## config.mk

```make
export PLATFORM = sky130hd
export DESIGN_NAME = seg_display_arbiter
export DESIGN_NICKNAME = d
export VERILOG_FILES = /design/src/rtl/seg_display_arbiter.sv
export SDC_FILE = /design/constraint.sdc
export NUM_CORES = 1
export LEC_CHECK = 0
export ABC_AREA = 1
export CORE_MARGIN = 2
export CORE_UTILIZATION = 47
export CTS_BUF_LIST = sky130_fd_sc_hd__clkbuf_4
export DETAILED_ROUTE_END_ITERATION = 8
export PLACE_DENSITY = 0.86
export SLEW_MARGIN = 10
export SYNTH_ARGS = -nofsm -noshare
export SYNTH_HDL_FRONTEND = slang
export SYNTH_SLANG_ARGS = --single-unit
```

## constraint.sdc

```tcl
create_clock -name clock -period 2.6 [get_ports clock]
set_clock_uncertainty 0.1 [all_clocks]
set_input_delay 0.26 -clock clock [delete_from_list [all_inputs] [get_ports clock]]
set_output_delay 0.26 -clock clock [all_outputs]
set_load 0.01 [all_outputs]
```

## src/rtl/seg_display_arbiter.sv

```systemverilog
// Two-client arbiter for a shared 4-digit seven-segment display, with minimum dwell and maximum alert hold.
// Optional SEG_ALERT_BLINK_EN: flashes the display while the alert client (client 1) owns it.
module seg_display_arbiter #(
    parameter int TIMER_W   = 24,
    parameter int MIN_HOLD  = 1000000,
    parameter int MAX_HOLD  = 10000000,
    parameter int BLINK_BIT = 23
) (
    input  logic        clock,
    input  logic        reset_n,
    input  logic        req0,
    input  logic [15:0] data0,
    input  logic        req1,
    input  logic [15:0] data1,
    output logic        gnt0,
    output logic        gnt1,
    output logic [3:0]  dig_a,
    output logic [3:0]  dig_b,
    output logic [3:0]  dig_c,
    output logic [3:0]  dig_d,
    output logic        disp_blank
);

    // state | meaning
    // IDLE  | nobody owns the display, blanked
    // G0    | client 0 (status) owns the display
    // G1    | client 1 (alert) owns the display
    localparam logic [1:0] IDLE = 2'd0;
    localparam logic [1:0] G0   = 2'd1;
    localparam logic [1:0] G1   = 2'd2;

    localparam logic [TIMER_W-1:0] MIN_M1 = TIMER_W'(MIN_HOLD - 1);
    localparam logic [TIMER_W-1:0] MAX_M1 = TIMER_W'(MAX_HOLD - 1);

    if (MIN_HOLD < 1 || MAX_HOLD < MIN_HOLD || BLINK_BIT < 0) begin : g_param_check
        $error("seg_display_arbiter: illegal hold/blink parameters");
    end

    logic [1:0]         state_q, state_d;
    logic [TIMER_W-1:0] dwell_q, dwell_d;
    logic [15:0]        digits_q, digits_d;
    logic               blank_q, blank_d;
    logic               dwell_done;

    assign dwell_done = (dwell_q >= MIN_M1);

    always_comb begin
        state_d = state_q;
        case (state_q)
            IDLE: begin
                if (req1)      state_d = G1;
                else if (req0) state_d = G0;
            end
            G0: begin
                if (dwell_done && req1)       state_d = G1;
                else if (dwell_done && !req0) state_d = IDLE;
            end
            G1: begin
                // fairness: a long alert yields to a waiting status client
                if (req1 && req0 && dwell_q >= MAX_M1) state_d = G0;
                else if (dwell_done && !req1)          state_d = req0 ? G0 : IDLE;
            end
            default: state_d = IDLE;
        endcase
    end

    always_comb begin
        if (state_d != state_q)  dwell_d = '0;
        else if (dwell_q == '1)  dwell_d = dwell_q;
        else                     dwell_d = dwell_q + 1'b1;
    end

    always_comb begin
        case (state_d)
            G0:      digits_d = data0;
            G1:      digits_d = data1;
            default: digits_d = (state_q != IDLE) ? 16'h0000 : digits_q;
        endcase
    end

`ifdef SEG_ALERT_BLINK_EN
    logic [BLINK_BIT:0] blink_q, blink_d;

    // restarting on entry makes the first phase of every alert visible
    assign blink_d = (state_d == G1 && state_q != G1) ? '0 : blink_q + 1'b1;

    always_comb begin
        case (state_d)
            IDLE:    blank_d = 1'b1;
            G1:      blank_d = blink_d[BLINK_BIT];
            default: blank_d = 1'b0;
        endcase
    end

    always_ff @(posedge clock or negedge reset_n) begin
        if (!reset_n) blink_q <= '0;
        else          blink_q <= blink_d;
    end
`else
    assign blank_d = (state_d == IDLE);
`endif

    always_ff @(posedge clock or negedge reset_n) begin
        if (!reset_n) begin
            state_q  <= IDLE;
            dwell_q  <= '0;
            digits_q <= 16'h0000;
            blank_q  <= 1'b1;
        end else begin
            state_q  <= state_d;
            dwell_q  <= dwell_d;
            digits_q <= digits_d;
            blank_q  <= blank_d;
        end
    end

    assign gnt0       = (state_q == G0);
    assign gnt1       = (state_q == G1);
    assign dig_a      = digits_q[3:0];
    assign dig_b      = digits_q[7:4];
    assign dig_c      = digits_q[11:8];
    assign dig_d      = digits_q[15:12];
    assign disp_blank = blank_q;

endmodule

```

Word-level counts from Yosys, hierarchy flattened
Index checks and enable logic that the tools add are counted.
{"block": "word_totals", "regBits": 43, "latch_bits": 0, "ramBits": 0, "mem_bits_ro": 0, "out_inout_bits": 19, "elab_cells": 37, "n_memories": 0}
{"block": "op_classes", "add_sub_neg": 1, "n_mul": 0, "div_mod_pow": 0, "order_cmp": 2, "n_eq_ne": 7, "shift": 0, "mux": 12, "bitwise_logic": 0, "n_reduce_logical": 11}
{"operator": "$mux W24", "count": 2}
{"operator": "$pmux W16 S2", "count": 1}
{"operator": "$add A24 B1 Y24 const B", "count": 1}
{"operator": "$eq A24 B24 Y1 const B", "count": 1}
{"operator": "$ge A24 B20 Y1 const B", "count": 1}
{"operator": "$ge A24 B24 Y1 const B", "count": 1}
{"operator": "$mux W16", "count": 1}
{"operator": "$mux W2", "count": 6}
{"operator": "$pmux W2 S3", "count": 1}
{"operator": "$logic_and A1 B1 Y1", "count": 5}
{"operator": "$eq A2 B1 Y1 const B", "count": 2}
{"operator": "$eq A2 B2 Y1 const B", "count": 2}
{"operator": "$logic_not A2 Y1", "count": 2}
{"operator": "$reduce_bool A3 Y1", "count": 1}
{"operator": "$logic_not A1 Y1", "count": 2}
{"operator": "$ne A2 B2 Y1", "count": 1}
{"operator": "$ne A2 B2 Y1 const B", "count": 1}
{"operator": "$reduce_bool A2 Y1", "count": 1}
{"operator": "$mux W1", "count": 1}

Longest topological paths before layout
Gate-level depths: netlist (run 1).
{"block": "logic_depth", "depth_word": 7, "depth_mapped": 21, "mapped_depth_nobuf": 18}

Least setup slack after synthesis (run 1)
Ideal clock, no wire load.
{"block": "synth_timing", "path_type": "register to register", "from": "reg dwell_q[0]", "to": "reg digits_q[10]", "setup_ps": 130, "t_arrival_ps": 2271, "required_ps": 2370, "slack_ps": 99, "path_stages_with_launch": 19, "n_path_buf": 2, "path_cell_list": "dfrtp_1 > ha_1 > nand3_1 > nor2_1 > inv_1 > a21oi_1 > nand3_1 > nand3_1 > nand2_1 > nand2_1 > nand2_1 > nand2_2 > inv_1 > ha_1 > clkbuf_1 > clkbuf_1 > a22o_1 > nand2_1 > o21ai_0"}
{"block": "synth_between", "elab_chain_len": 7}
{"element": "start, declared", "line_no": "40", "text": "logic [TIMER_W-1:0] dwell_q, dwell_d;"}
{"element": "start signal, assigned", "line_no": "111", "text": "dwell_q <= dwell_d;"}
{"element": "$ge A24 B20 Y1", "line_no": "45", "text": "assign dwell_done = (dwell_q >= MIN_M1);"}
{"element": "$logic_and A1 B1 Y1, on equally long branches", "line_no": "61, 56"}
{"element": "$mux W2, on equally long branches", "line_no": "61, 56"}
{"element": "$mux W2, on equally long branches", "line_no": "60, 55"}
{"element": "$pmux W2 S3 (*)", "line_no": "49", "text": "case (state_q)"}
{"element": "named net state_d[0]", "line_no": "39", "text": "logic [1:0] state_q, state_d;"}
{"element": "$eq A2 B2 Y1 or $eq A2 B1 Y1 (tied branches)", "line_no": "74", "text": "case (state_d)"}
{"element": "$pmux W16 S2 or $reduce_bool A3 Y1 (tied branches)"}
{"element": "end signal, assigned", "line_no": "112", "text": "digits_q <= digits_d;"}
{"element": "end, declared", "line_no": "41", "text": "logic [15:0] digits_q, digits_d;"}
Mark *: on every way through the listed nets, which the timed path passes. The rest lies on a longest branch.
A chain may end at the register's enable or synchronous reset.

Worst setup path in the final report (run 1)
{"block": "layout_timing", "from": "reg dwell_q[1]", "to": "reg digits_q[2]"}
Same word-level chain as after synthesis.

==> flow_summary.json, run 1 <==
{
  "share_comb_of_total_power": 0.549,
  "holdCritStartpoint": "digits_q[12]$_DFFE_PN0P_",
  "insertedDiodeCount": 0,
  "power.density_mw_per_mm2": 843,
  "yosysUniqueCellTypes": 30,
  "drive_gt1_frac": 0.163,
  "holdWs_ps": 432,
  "dpl.hpwl_um": 4330,
  "place_ws_ps": -37.3,
  "drt_iter0_markers": 162,
  "cts_buffers": 5,
  "sequentialPowerShare": 0.295,
  "cts_buffer_depth": 2,
  "syn_to_final_growth_pct": 34.4,
  "rsz0062_at_grt": "true",
  "worstSetupEndpointType": "flip-flop",
  "clkLatencyLatePin_ps": 370,
  "slew_headroom": 0.377,
  "worst_slew_pin_slew_ps": 935,
  "cp.arrival_ps": 2690,
  "die_w_um": 77.5,
  "min_path_type": "reg -> reg",
  "ys_seq_area_frac": 0.424,
  "synth_area_sq_mm": 0.00254,
  "cp_max_fo": 8,
  "switching_share": 0.408,
  "routabilityCongestion": 0.958,
  "peakVddDrop_mv": 0.740,
  "p_clk_frac": 0.156,
  "netlist_instances": 334,
  "ys_warn_count": 0,
  "finalSetupViolations": 0,
  "yosysTopAreaCell": "dfrtp_1",
  "routed_wl_um": 6480,
  "reg2reg_to": "digits_q[2]$_DFFE_PN0P_",
  "ant_nets": 0,
  "register_area_sq_mm": 0.00108,
  "slew_viol_final": 0,
  "grt_pass1_vias": 2285,
  "cts_tree": "built",
  "leakage_nw": 1.47,
  "period_share": 0.972,
  "coreArea_sq_mm": 0.00517,
  "status": "finished clean",
  "maxCapViolCount": 0,
  "grt-ovfl-total": 0,
  "period_minus_slack_ps": 2530,
  "grt_usage": 0.211,
  "intPower_mw": 1.70,
  "rows": 26,
  "drcViolationCount": 0,
  "worst-setup-path-type": "reg -> reg",
  "avgViaCountPerCell": 5.12,
  "root_buffer": "clkbuf_4",
  "clock_sinks": 43,
  "hold_depth": 2,
  "hold_violations": 0,
  "nets": 438,
  "worst_setup_path_start_kind": "flip-flop",
  "multi_input_area_sq_mm": 0.00129,
  "initial_core_util": 0.491,
  "vias": 2399,
  "synth_seq_cells": 43,
  "dieArea_sq_mm": 0.00601,
  "htreeDepth": 2,
  "worstReg2RegStart": "dwell_q[1]$_DFFE_PN0P_",
  "ios": 55,
  "required_ps": 2760,
  "wl_per_cell_um": 13.8,
  "synthTopCellsByArea": "dfrtp_1 (41%), nand2_1 (11%), inv_1 (7.4%)",
  "min_to": "digits_q[12]$_DFFE_PN0P_",
  "avgSynthCellArea_sq_um": 7.60,
  "r2r_slack_ps": 70,
  "clock.fmax_ghz": 0.396,
  "grt_antenna_before_repair": 0,
  "grt_pass1_wl_um": 10100,
  "switchingPower_mw": 1.17,
  "fill_cells": 389,
  "synth_top_area_share": 0.414,
  "worst_slack_ps": 73.9,
  "grt_max_degree": 44,
  "io_buffers": 54,
  "path_clk_slew_ps": 140,
  "die_h_um": 77.5,
  "dr.pass1.iters": 4,
  "synth_nets": 374,
  "reg2regPathDepth": 15
}
per-stage QoR:
stage / setup TNS [ps] / util / total power [mW] / area [sq um] / std cells
after detailed placement: -310 / 0.604 / 2.13 / 3120 / 451
after CTS: 0 / 0.625 / 2.58 / 3230 / 461
final: 0 / 0.659 / 2.88 / 3410 / 469
after floorplan: 0 / - / 1.72 / 2540 / 334
after global placement: 0 / 0.604 / 2.06 / 3120 / 451
after global routing: -1100 / 0.659 / 3.07 / 3410 / 469
logic make-up (layout without fill, tap and decap cells):
group,Yosys count,after routing,synth area share
AOI/OAI and AO/OA,47,47,0.118
and+or+nand+nor,165,165,0.291
buffers and inverters,62,127,0.101
adders and majority gates,4,4,0.0197
DFF,43,43,0.424
muxes,1,1,0.00444
xor gates and xnor gates,12,12,0.0414
worst max-delay path: stages, from the launching register on:
cell	delay [ps]
dfrtp_1	410
ha_2	230
nand3_4	110
o21ai_2	150
nand3_2	90
nand3_2	120
buf_4	120
o22ai_1	60
nand2_1	130
nand2_2	100
buf_12	140
ha_4	170
buf_4	170
a22o_1	180
nand2_1	50
o21ai_0	70
final cells by class:
type | count | area share
Multi-Input combinational cell | 229 | 0.379
Inverter | 52 | 0.0572
Clock buffer | 6 | 0.0132
Timing Repair Buffer | 67 | 0.197
Tap cell | 70 | 0.0257
Clock inverter | 2 | 0.0110
Sequential cell | 43 | 0.317
worst max path at each step:
stage | to | slack [ps] | start | depth (start not counted)
after floorplan | digits_q[10]$_DFFE_PN0P_ | 100 | dwell_q[0]$_DFFE_PN0P_ | 18
after global placement | digits_q[1]$_DFFE_PN0P_ | 130 | dwell_q[0]$_DFFE_PN0P_ | 17
after detailed placement | digits_q[8]$_DFFE_PN0P_ | -40 | dwell_q[1]$_DFFE_PN0P_ | 17
after CTS | digits_q[12]$_DFFE_PN0P_ | 5 | dwell_q[0]$_DFFE_PN0P_ | 17
after global routing | digits_q[10]$_DFFE_PN0P_ | -90 | dwell_q[1]$_DFFE_PN0P_ | 17
final | digits_q[2]$_DFFE_PN0P_ | 70 | dwell_q[1]$_DFFE_PN0P_ | 15
cell usage in the layout (no fill, tap or decap), types with 2 or more instances in the layout:
cell / count
inv_1: 46
nor3_2: 3
o21ai_2: 3
o21ai_1: 10
o22ai_1: 2
buf_6: 3
inv_2: 6
nor3_1: 5
ha_2: 2
nor4_1: 2
dfrtp_1: 40
a22o_1: 16
clkbuf_4: 6
nor2_4: 3
nand2_2: 4
nor2_1: 40
clkdlybuf4s50_1: 53
ha_4: 2
nor2_2: 10
o21ai_0: 13
nand2_1: 72
buf_4: 7
nand4_1: 2
buf_12: 2
dfrtp_2: 2
nand3_2: 4
nand3_1: 17
xor2_1: 9
xnor2_1: 3
synth_stat cells:
master and instances:
clkbuf_1 6, nor2_4 1, nand4_1 2, a21oi_1 2, ha_1 4, inv_2 2, nand2_2 4, o21ai_1 1
nand3_2 2, nand3_1 20, nor2_1 42, dfstp_2 1, a22o_1 16, inv_1 50, nor4_1 2, xor2_1 9
mux2_2 1, nor3_2 2, xnor2_1 3, o21ai_0 25, o21bai_1 1, nor2_2 10, nor3_1 6, o22ai_1 2
nand2_1 72, buf_6 3, nand2_4 1, buf_1 1, or2_1 1, dfrtp_1 42
sequential cells by signal, summed over array words and instances (netlist names):
name / count
digits_q: 16
disp_blank: 1
dwell_q: 24
state_q: 2
power by group through the flow:
stage                     logic (mW)  registers, mW  clock network [mW]
after floorplan                0.834          0.882                   0
after global placement          1.21          0.855                   0
after detailed placement        1.27          0.856                   0
after CTS                       1.28          0.846               0.452
after global routing            1.72          0.863               0.482
final                           1.58          0.848               0.450
layer usage:
metal | part of all wire | GRT usage
met5 | 0 | 0
met4 | 0.018 | 0.0768
met3 | 0.060 | 0.0593
met2 | 0.52 | 0.371
met1 | 0.41 | 0.244
what timing repair did:
item | in CTS | in global routing
setup buffers | 1 | 6
gates resized for setup | 4 | 43
pin swaps | 1 | 4
hold endpoints to repair | 42 | 0
gates cloned | 0 | 2
hold buffers | 1 | 0
setup endpoints to repair | 16 | 16
Power figures use the tool's default switching activity.
==> run 2: changes to the inputs <==
CORE_UTILIZATION = 46   (was 47)
CTS_BUF_LIST = default   (was sky130_fd_sc_hd__clkbuf_4)
PLACE_DENSITY = 0.84   (was 0.86)
==> run 2 against run 1 <==
  * Clock power grew 22%
  * Count of clock-buffer cells in the layout is the same
  * Maximum frequency grew 2.4%
  * Critical path type unchanged
  * Sequential share of layout area shrank 0.21 points
  * Total power grew 2.2%
==> flow_summary.json, run 2 (synthesis gave the netlist of run 1 again) <==
{
  "finalSetupViolations": 0,
  "clock.fmax_ghz": 0.405,
  "root_buffer": "clkbuf_8",
  "r2r_slack_ps": 130,
  "die_h_um": 78.3,
  "initial_core_util": 0.470,
  "grt_pass1_wl_um": 9730,
  "routabilityCongestion": 0.901,
  "reg2reg_to": "digits_q[2]$_DFFE_PN0P_",
  "grt_antenna_before_repair": 0,
  "rsz0062_at_grt": "true",
  "slew_headroom": 0.363,
  "period_minus_slack_ps": 2470,
  "dr.pass1.iters": 4,
  "min_path_type": "in -> async",
  "htreeDepth": 2,
  "drcViolationCount": 0,
  "path_clk_slew_ps": 80,
  "cts_buffers": 5,
  "cp-startpoint": "dwell_q[1]$_DFFE_PN0P_",
  "power.density_mw_per_mm2": 856,
  "slowest_stage": "dfrtp_1",
  "avgViaCountPerCell": 5.02,
  "die_w_um": 78.3,
  "ios": 55,
  "period_share": 0.949,
  "cts_tree": "built",
  "dpl.hpwl_um": 4180,
  "routed_wl_um": 5820,
  "endpoint": "digits_q[2]$_DFFE_PN0P_",
  "slew_viol_final": 0,
  "dp_cells": 454,
  "clkLatencyLatePin_ps": 300,
  "crit_chain": "ha_2 > nand3_4 > nor2_4 > inv_2 > a21oi_2 > nand3_1 > nand3_1 > nand2_1 > nand2_1 > nand2_1 > nand2_2 > inv_4 > ha_4 > nor2_1 > nand3_1 > buf_6 > o21ai_0",
  "worstSetupEndpointType": "flip-flop",
  "cp_max_fo": 16,
  "maxCapViolCount": 0,
  "grt_max_degree": 44,
  "cp.buffers_inverters": 3,
  "final_common_cell": "nand2_1",
  "met1_usage": 0.221,
  "crit_cells": 17,
  "hold_violations": 0,
  "insertedDiodeCount": 0,
  "hold_buffers": 0,
  "cp.arrival_ps": 2590,
  "ant_nets": 0,
  "io_buffers": 54,
  "worst_slew_pin_slew_ps": 955,
  "grtUsageMet2": 0.353,
  "worst-setup-path-type": "reg -> reg",
  "reg2regPathDepth": 17,
  "status": "finished clean",
  "rows": 27,
  "path_delay_family": "simple AND/OR/NAND/NOR gates",
  "dieArea_sq_mm": 0.00613,
  "grt_usage": 0.197,
  "grt-ovfl-total": 0,
  "nets": 438,
  "final_cell_mix": "nand2_1 (71), clkdlybuf4s50_1 (53), inv_1 (47), nor2_1 (40), dfrtp_1 (40)",
  "grt_pass1_vias": 2389,
  "wl_per_cell_um": 12.3,
  "leakage_nw": 1.48,
  "grt_use_met3": 0.0747,
  "cp_slowest_stage_delay_ps": 380,
  "required_ps": 2720,
  "clock_sinks": 43,
  "cts_buffer_depth": 2,
  "largest_reg_flops": 24,
  "fin_cells": 471,
  "drt_iter0_markers": 139,
  "worst_setup_path_start_kind": "flip-flop",
  "coreArea_sq_mm": 0.00541,
  "busiest_layer": "met2",
  "setup_tns_ps": 0,
  "regMostFlops": "dwell_q",
  "drive_gt1_frac": 0.153,
  "reg_top3": "dwell_q x24, digits_q x16, state_q x2",
  "peakVddDrop_mv": 0.722,
  "syn_to_final_growth_pct": 35.2,
  "worstReg2RegStart": "dwell_q[1]$_DFFE_PN0P_",
  "vias": 2364
}
run 2: per-layer routing:
layer	vias up	share of wire
li1	1178	-
met1	1108	0.42
met2	73	0.49
met3	5	0.084
met4	0	0.0081
met5	-	0
run 2: worst min path at each step:
stage                         endpoint  cells past startpoint     from  slack [ps]
6_report       dwell_q[11]$_DFFE_PN0P_                      1  reset_n          10
5_1_grt        dwell_q[23]$_DFFE_PN0P_                      1  reset_n          80
4_1_cts        dwell_q[20]$_DFFE_PN0P_                      1  reset_n          50
3_5_place_dp   dwell_q[11]$_DFFE_PN0P_                      1  reset_n         370
3_3_place_gp   dwell_q[11]$_DFFE_PN0P_                      1  reset_n         360
2_1_floorplan  digits_q[0]$_DFFE_PN0P_                      0  reset_n        -140
run 2: through the flow:
stage / utilization / power, mW / cell area, sq um / hold slack [ps] / setup WS [ps]
3_5_place_dp: 0.580 / 2.10 / 3130 / 374 / 3.78
3_3_place_gp: 0.580 / 2.06 / 3130 / 355 / 152
2_1_floorplan: - / 1.72 / 2540 / -136 / 98.6
5_1_grt: 0.635 / 3.15 / 3430 / 83.6 / -107
4_1_cts: 0.603 / 2.67 / 3260 / 45.7 / 3.39
6_report: 0.635 / 2.94 / 3430 / 12.4 / 132
run 2: where the power goes:
group	internal [mW]	switching (mW)
clock	0.316	0.231
combinational	0.714	0.832
sequential	0.785	0.0597
run 2: final cells by class:
cell class	count	area, sq um
Clock buffer	6	82.6
Clock inverter	2	38.8
Fill cell	462	1970
Inverter	52	198
Multi-Input combinational cell	229	1280
Sequential cell	43	1080
Tap cell	72	90.1
Timing Repair Buffer	67	666
run 2: timing repair:
action,4_1_cts,5_1_grt
buffers inserted,0,7
cloned,0,2
setup endpoints to repair,1,16
pin swaps,0,5
resized for setup,1,35
==> run 3: changes to the inputs <==
CTS_CLUSTER_DIAMETER = 60   (was default)
==> results of run 3 <==
Final layout, timing and power as in run 2 (identical DEF).
